==> src/rtl/gpio_pkg.sv <==
// Shared GPIO constants, also used by the register block, plus a small
// sizing helper for the debounce counter.
package gpio_pkg;

    localparam int GPIO_WIDTH           = 16;
    localparam int GPIO_SYNC_STAGES     = 2;
    localparam int GPIO_DEBOUNCE_CYCLES = 4;

    // Counter must hold 0 .. cycles-1; keep at least one bit for cycles == 1.
    function automatic int gpio_cnt_width(input int cycles);
        return (cycles > 1) ? $clog2(cycles) : 1;
    endfunction

endpackage

==> src/rtl/gpio_pin_debounce.sv <==
// One GPIO pin: input synchronizer, debounce counter, stable level and a
// change strobe that is high during the cycle whose closing edge updates the level.
module gpio_pin_debounce
    import gpio_pkg::*;
#(
    parameter int SYNC_STAGES     = GPIO_SYNC_STAGES,
    parameter int DEBOUNCE_CYCLES = GPIO_DEBOUNCE_CYCLES
) (
    input  logic clk,
    input  logic reset,
    input  logic pin_in,
    output logic stable_level,
    output logic change
);

    localparam int              CNT_W    = gpio_cnt_width(DEBOUNCE_CYCLES);
    localparam logic [CNT_W-1:0] CNT_LAST = CNT_W'(DEBOUNCE_CYCLES - 1);

    logic [SYNC_STAGES-1:0] sync_r;
    logic [CNT_W-1:0]       cnt_r;
    logic                   stable_r;
    logic                   sync_level_s;
    logic                   mismatch_s;
    logic                   accept_s;

    assign sync_level_s = sync_r[SYNC_STAGES-1];

    // Mismatch detection and acceptance on the last counted cycle.
    always_comb begin
        mismatch_s = sync_level_s ^ stable_r;
        if (mismatch_s && (cnt_r == CNT_LAST)) begin
            accept_s = 1'b1;
        end else begin
            accept_s = 1'b0;
        end
    end

    // Metastability synchronizer shift chain.
    always_ff @(posedge clk or negedge reset) begin
        if (!reset) begin
            sync_r <= '0;
        end else begin
            sync_r <= {sync_r[SYNC_STAGES-2:0], pin_in};
        end
    end

    // Debounce counter and accepted stable level.
    always_ff @(posedge clk or negedge reset) begin
        if (!reset) begin
            cnt_r    <= '0;
            stable_r <= 1'b0;
        end else if (accept_s) begin
            cnt_r    <= '0;
            stable_r <= sync_level_s;
        end else if (mismatch_s) begin
            cnt_r    <= cnt_r + CNT_W'(1);
        end else begin
            cnt_r    <= '0;
        end
    end

    assign stable_level = stable_r;
    assign change       = accept_s;

endmodule

==> src/rtl/gpio_pin_if.sv <==
// GPIO pad interface: pad output muxing, per-pin debounced readback, latched
// edge-event pending bits and a masked interrupt reduction.
module gpio_pin_if
    import gpio_pkg::*;
#(
    parameter int WIDTH           = GPIO_WIDTH,
    parameter int SYNC_STAGES     = GPIO_SYNC_STAGES,
    parameter int DEBOUNCE_CYCLES = GPIO_DEBOUNCE_CYCLES
) (
    input  logic             clk,
    input  logic             reset,
    input  logic [WIDTH-1:0] gpio_pin_in,
    input  logic [WIDTH-1:0] rf_gpio_datareg,
    input  logic [WIDTH-1:0] rf_gpio_tristate,
    input  logic [WIDTH-1:0] rf_gpio_interrupt_mask,
    input  logic [WIDTH-1:0] irq_clear,
    output logic [WIDTH-1:0] gpio_pin_out,
    output logic [WIDTH-1:0] gpio_pin_oe,
    output logic [WIDTH-1:0] ro_gpio_pinstate,
    output logic [WIDTH-1:0] irq_pending,
    output logic             irq
);

    logic [WIDTH-1:0] stable_s;
    logic [WIDTH-1:0] change_s;
    logic [WIDTH-1:0] pending_r;
    logic [WIDTH-1:0] pending_nxt_s;

    assign gpio_pin_out = rf_gpio_datareg;
    assign gpio_pin_oe  = ~rf_gpio_tristate;

    for (genvar i = 0; i < WIDTH; i++) begin : g_pin
        gpio_pin_debounce #(
            .SYNC_STAGES     (SYNC_STAGES),
            .DEBOUNCE_CYCLES (DEBOUNCE_CYCLES)
        ) u_pin (
            .clk          (clk),
            .reset        (reset),
            .pin_in       (gpio_pin_in[i]),
            .stable_level (stable_s[i]),
            .change       (change_s[i])
        );
    end

    // Pending next state; a masked event beats a same-cycle clear.
    always_comb begin
        pending_nxt_s = (pending_r & ~irq_clear) | (change_s & rf_gpio_interrupt_mask);
    end

    // Latched per-pin event register.
    always_ff @(posedge clk or negedge reset) begin
        if (!reset) begin
            pending_r <= '0;
        end else begin
            pending_r <= pending_nxt_s;
        end
    end

    assign ro_gpio_pinstate = stable_s;
    assign irq_pending      = pending_r;
    assign irq              = |(pending_r & rf_gpio_interrupt_mask);

endmodule

==> config.mk <==
export PLATFORM = sky130hd
export DESIGN_NAME = gpio_pin_if
export DESIGN_NICKNAME = d
export VERILOG_FILES = /design/src/rtl/gpio_pkg.sv /design/src/rtl/gpio_pin_debounce.sv /design/src/rtl/gpio_pin_if.sv
export SDC_FILE = /design/constraint.sdc
export NUM_CORES = 1
export LEC_CHECK = 0
export CAP_MARGIN = 20
export CORE_ASPECT_RATIO = 0.8
export CORE_MARGIN = 2
export CORE_UTILIZATION = 47
export CTS_CLUSTER_DIAMETER = 100
export DETAILED_ROUTE_END_ITERATION = 10
export PLACE_DENSITY = 0.9
export SYNTH_ARGS = -nofsm -noshare
export SYNTH_HDL_FRONTEND = slang
export SYNTH_SLANG_ARGS = --single-unit
==> constraint.sdc <==
create_clock -name clk -period 3.08 [get_ports clk]
set_input_delay 0.616 -clock clk [delete_from_list [all_inputs] [get_ports clk]]
set_output_delay 0.616 -clock clk [all_outputs]
set_load 0.01 [all_outputs]
* Word-level counts from Yosys, hierarchy flattened
Cells that the tools add are included.
Word-level totals: register bits after elaboration 96, word-level logic and storage cells 168, output and inout port bits 65, bits of input ports 82
Operators by class: $add $sub $neg 16, eq/ne operators 16, bitwise logic cells 22, muxes and demuxes 48, reductions and logical operators 17
Operator list (number):
- 2-to-1 mux 2 bit | 32
- AND 16 bit | 3
- adder 2 x 1 -> 2 bit (second input constant) | 16
- == test 2 bit (second input constant) | 16
- NOT 16 bit | 2
- logical AND 1 bit | 16
- 2-to-1 mux 1 bit | 16
- OR 16 bit | 1
- OR reduction 16 bit | 1
- bitwise XOR 1 bit | 16

* Logic depth before layout (Yosys ltp)
depth after elaboration 5, depth in mapped cells 3, mapped depth without buffers 3

* Cells and area by module
Synthesis repeated with hierarchy kept, for this count alone.
Second synthesis, totals: cell total of the unflattened synthesis 281, area, all modules 3784.9 µm²
By module, submodules not included:
- gpio_pin_debounce | sequential area each 125.1 µm², times used 16, area an instance 181.4 µm², cells an instance 11
- gpio_pin_if | sequential area each 400.4 µm², times used 1, area an instance 882.1 µm², cells an instance 105

* Worst setup path before layout
OpenSTA, ideal clock, no wires.
path kind input port to output port, from in rf_gpio_interrupt_mask[7], to out irq, setup slack 1.306 ns, buffers on the path 0, data required time 2.464 ns, cell stages on the path 3, arrival 1.158 ns, cell sequence a22o_1 -> a221oi_2 -> nand4_1
On the way: word-level cells in the longest chain between the ends 2
Ends and longest elaborated chain:
- from (decl) | line gpio_pin_if.sv:15 | input logic [WIDTH-1:0] rf_gpio_interrupt_mask,
- AND 16 bit | line gpio_pin_if.sv:61 | assign irq = |(pending_r & rf_gpio_interrupt_mask);
- OR reduction 16 bit | line gpio_pin_if.sv:61
- to (decl) | line gpio_pin_if.sv:21 | output logic irq
Every way passes these cells.

* Final worst setup path
from in rf_gpio_interrupt_mask[5], to out irq
The elaborated chain is that of the path after synthesis.

==> impl_metrics.py <==
metrics = {
    "logic_synthesis": {
        "syn_area_per_cell_um2": 13.3,
        "syn_area_um2": 3740,
        "synth-seq-cells": 96,
        "synth_warnings": 0,
        "yosysUniqueCellTypes": 13,
        "syn_nets": 379,
        "synthCells": 281,
        "yosysSeqAreaShare": 0.641,
    },
    "placement": {
        "hpwl_um": 5040,
        "placed_area_um2": 4790,
        "numPortBuffers": 114,
        "globalplace.congestion": 0.778,
    },
    "cells_and_area": {
        "syn2layout_area_growth_pct": 34.1,
        "multi_input_area_um2": 982,
        "nets": 474,
        "fillCellCount": 591,
        "n_antenna_cell": 0,
        "drive_gt1_frac": 0.100,
        "seq_area_um2": 2400,
        "final_area_um2": 5020,
    },
    "detailed_routing": {
        "drtIter0Drc": 33,
        "wl_per_cell_um": 13.4,
        "drtAntennaViolNets": 0,
        "met1_length_um": 2870,
        "wl_met2_um": 3290,
        "route.detailed.drc": 0,
        "wirelength_um": 6520,
        "num_vias": 2275,
        "avgViaCountPerCell": 4.66,
        "met3WireLength_um": 325,
        "top_layer": "met4",
        "first_pass_iters": 4,
    },
    "setup_path": {
        "r2r_setup_slack_ps": 2020,
        "cp.arrival_ps": 2210,
        "cpMostUsedCell": "clkdlybuf4s50_1",
        "crit_family": "buffers and inverters",
        "crit_path_top_delay_cell": "clkdlybuf4s50_1",
        "crit_path_end_kind": "output port",
        "cp.required_ps": 2460,
        "max_stage_delay_ps": 520,
        "crit_fanout": 2,
        "worst-path-buf-inv": 2,
        "r2r_end": "g_pin[9].u_pin.stable_level",
        "crit_type": "primary input to output port",
        "worstRegToRegCells": 2,
        "crit_chain": "clkdlybuf4s50_1 > a22o_1 > a221oi_2 > nand4_1 > clkdlybuf4s50_1",
        "timing.rr.start": "g_pin[9].u_pin.cnt_r[0]",
        "start_kind": "primary input",
    },
    "clock_tree": {
        "cts-hold-fix-buffers": 0,
        "clock-sinks": 96,
        "cts_tree": "done",
        "clkLatencyLatePin_ps": 330,
        "ctsHtreeMaxLevel": 3,
        "cts_setup_buffers": 0,
        "ctsRootBufferMaster": "clkbuf_8",
        "clockBufferDepth": 2,
        "numCtsBuffers": 9,
        "clk_pin_slew_worst_paths_ps": 90,
        "cts-resized-gates": 0,
    },
    "global_routing": {
        "grt_usage": 0.164,
        "grt_pass1_vias": 2392,
        "grt-ovfl-total": 0,
        "grt_max_degree": 57,
        "grt_pass1_wl_um": 11400,
        "antenna_found_initial": 0,
    },
    "die": {
        "fp.dieArea_um2": 8700,
        "initial_utilization": 0.478,
        "die_y_um": 83.8,
        "io-pin-count": 147,
        "die_x_um": 104,
        "fp.coreArea_um2": 7840,
        "rows": 29,
    },
    "timing": {
        "fin_worst_skew_ps": 6.32,
        "finalMaxSlewViolations": 0,
        "tightest_slew_ps": 697,
        "min_period_ps": 2830,
        "grt_setup_unrepaired": "false",
        "tns_ps": 0,
        "setup_violations": 0,
        "max_freq_mhz": 354,
        "timing.final.crit_share": 0.917,
        "relSlewSlack": 0.536,
        "hold_viol_final": 0,
    },
    "power_and_ir_drop": {
        "swShare": 0.278,
        "ir_worst_vdd_mv": 0.454,
        "clkPwrFrac": 0.236,
        "power_frac_comb": 0.300,
        "intPower_mw": 2.78,
        "switching_power_mw": 1.07,
        "power.density_nw_per_um2": 766,
        "power_leakage_nw": 2.20,
        "power_frac_seq": 0.464,
    },
    "job": {
        "cap_violations": 0,
    },
    "hold_path": {
        "min_path_type": "primary input to asynchronous set/reset pin",
    },
    "outcome": {
        "status": "finished clean",
    },
}
-- placed cells by master (no fill, tap or decap), drive strengths merged, types with 4 or more instances in the layout --
cell type        n
xnor2           16
o22ai           16
clkdlybuf4s50  113
dfrtp           96
a221oi           4
ha              16
inv             33
nor3b           16
clkbuf          11
mux2            16
nand2           16
nor3            16
a22o             4
-- flip-flops by register name (all words and copies together), names as in the netlist --
register and cells:
g_pin.u_pin.stable_level 16, irq_pending 16, g_pin.u_pin.sync_r 32, g_pin.u_pin.cnt_r 32
-- synthesized netlist by cell type, drive strengths merged --
master	count	area, um^2
xnor2	16	140
mux2	16	180
dfrtp	96	2400
nor3	16	80.1
nand2	16	60.1
a22o	4	35.0
a221oi	4	60.1
nor3b	16	120
nand4	1	6.26
o22ai	16	100
ha	16	200
buf	32	240
inv	32	120
-- per-stage QoR --
stage	utilization	power (mW)	hold slack [ps]	cells	setup slack, ps
6_report	0.641	3.85	309	488	255
2_1_floorplan	-	2.58	320	281	1310
3_5_place_dp	0.612	2.99	335	473	230
4_1_cts	0.641	3.90	330	488	230
5_1_grt	0.641	4.11	357	488	199
3_3_place_gp	0.612	2.92	333	473	239
-- worst max path at each step --
stage / from / endpoint / slack (ps) / cells past startpoint
finish: rf_gpio_interrupt_mask[5] / irq / 250 / 5
CTS: rf_gpio_interrupt_mask[5] / irq / 230 / 5
floorplan: rf_gpio_interrupt_mask[7] / irq / 1310 / 3
global route: rf_gpio_interrupt_mask[5] / irq / 200 / 5
detailed placement: rf_gpio_interrupt_mask[5] / irq / 230 / 5
global placement: rf_gpio_interrupt_mask[5] / irq / 240 / 5
-- power by group through the flow --
stage	Clock (mW)	Sequential, mW	Combinational, mW
2_1_floorplan	0	1.78	0.805
3_5_place_dp	0	1.82	1.18
6_report	0.908	1.79	1.15
3_3_place_gp	0	1.79	1.13
5_1_grt	0.996	1.83	1.29
4_1_cts	0.933	1.79	1.18
-- cell families after synthesis --
kind of cell	share of synthesized area
buffers and inverters	0.0962
AND/OR/NAND/NOR	0.0712
XOR/XNOR	0.0374
adder cells (fa/ha/maj)	0.0535
multiplexers	0.0481
flip-flops	0.641
AO/OA/AOI/OAI	0.0521
-- worst register-to-register path, delay by kind of cell (launching register included) --
kind	cells	cell delay [ps]
flip-flops	1	370
adder cells (fa/ha/maj)	1	240
multiplexers	1	350
-- final cells by class --
class	count	share of cell area
clock buffers	11	0.0302
multi-input cells	121	0.196
well taps	108	0.0269
repair buffers	116	0.230
flip-flops and latches	96	0.478
clock inverters	4	0.0152
inverters	32	0.0239
-- metal layers --
metal,up-vias,GRT usage
li1,1101,-
met1,1103,0.213
met2,67,0.265
met3,4,0.0546
met4,0,0.0491
met5,-,0
(Power assumes the default switching activity.)
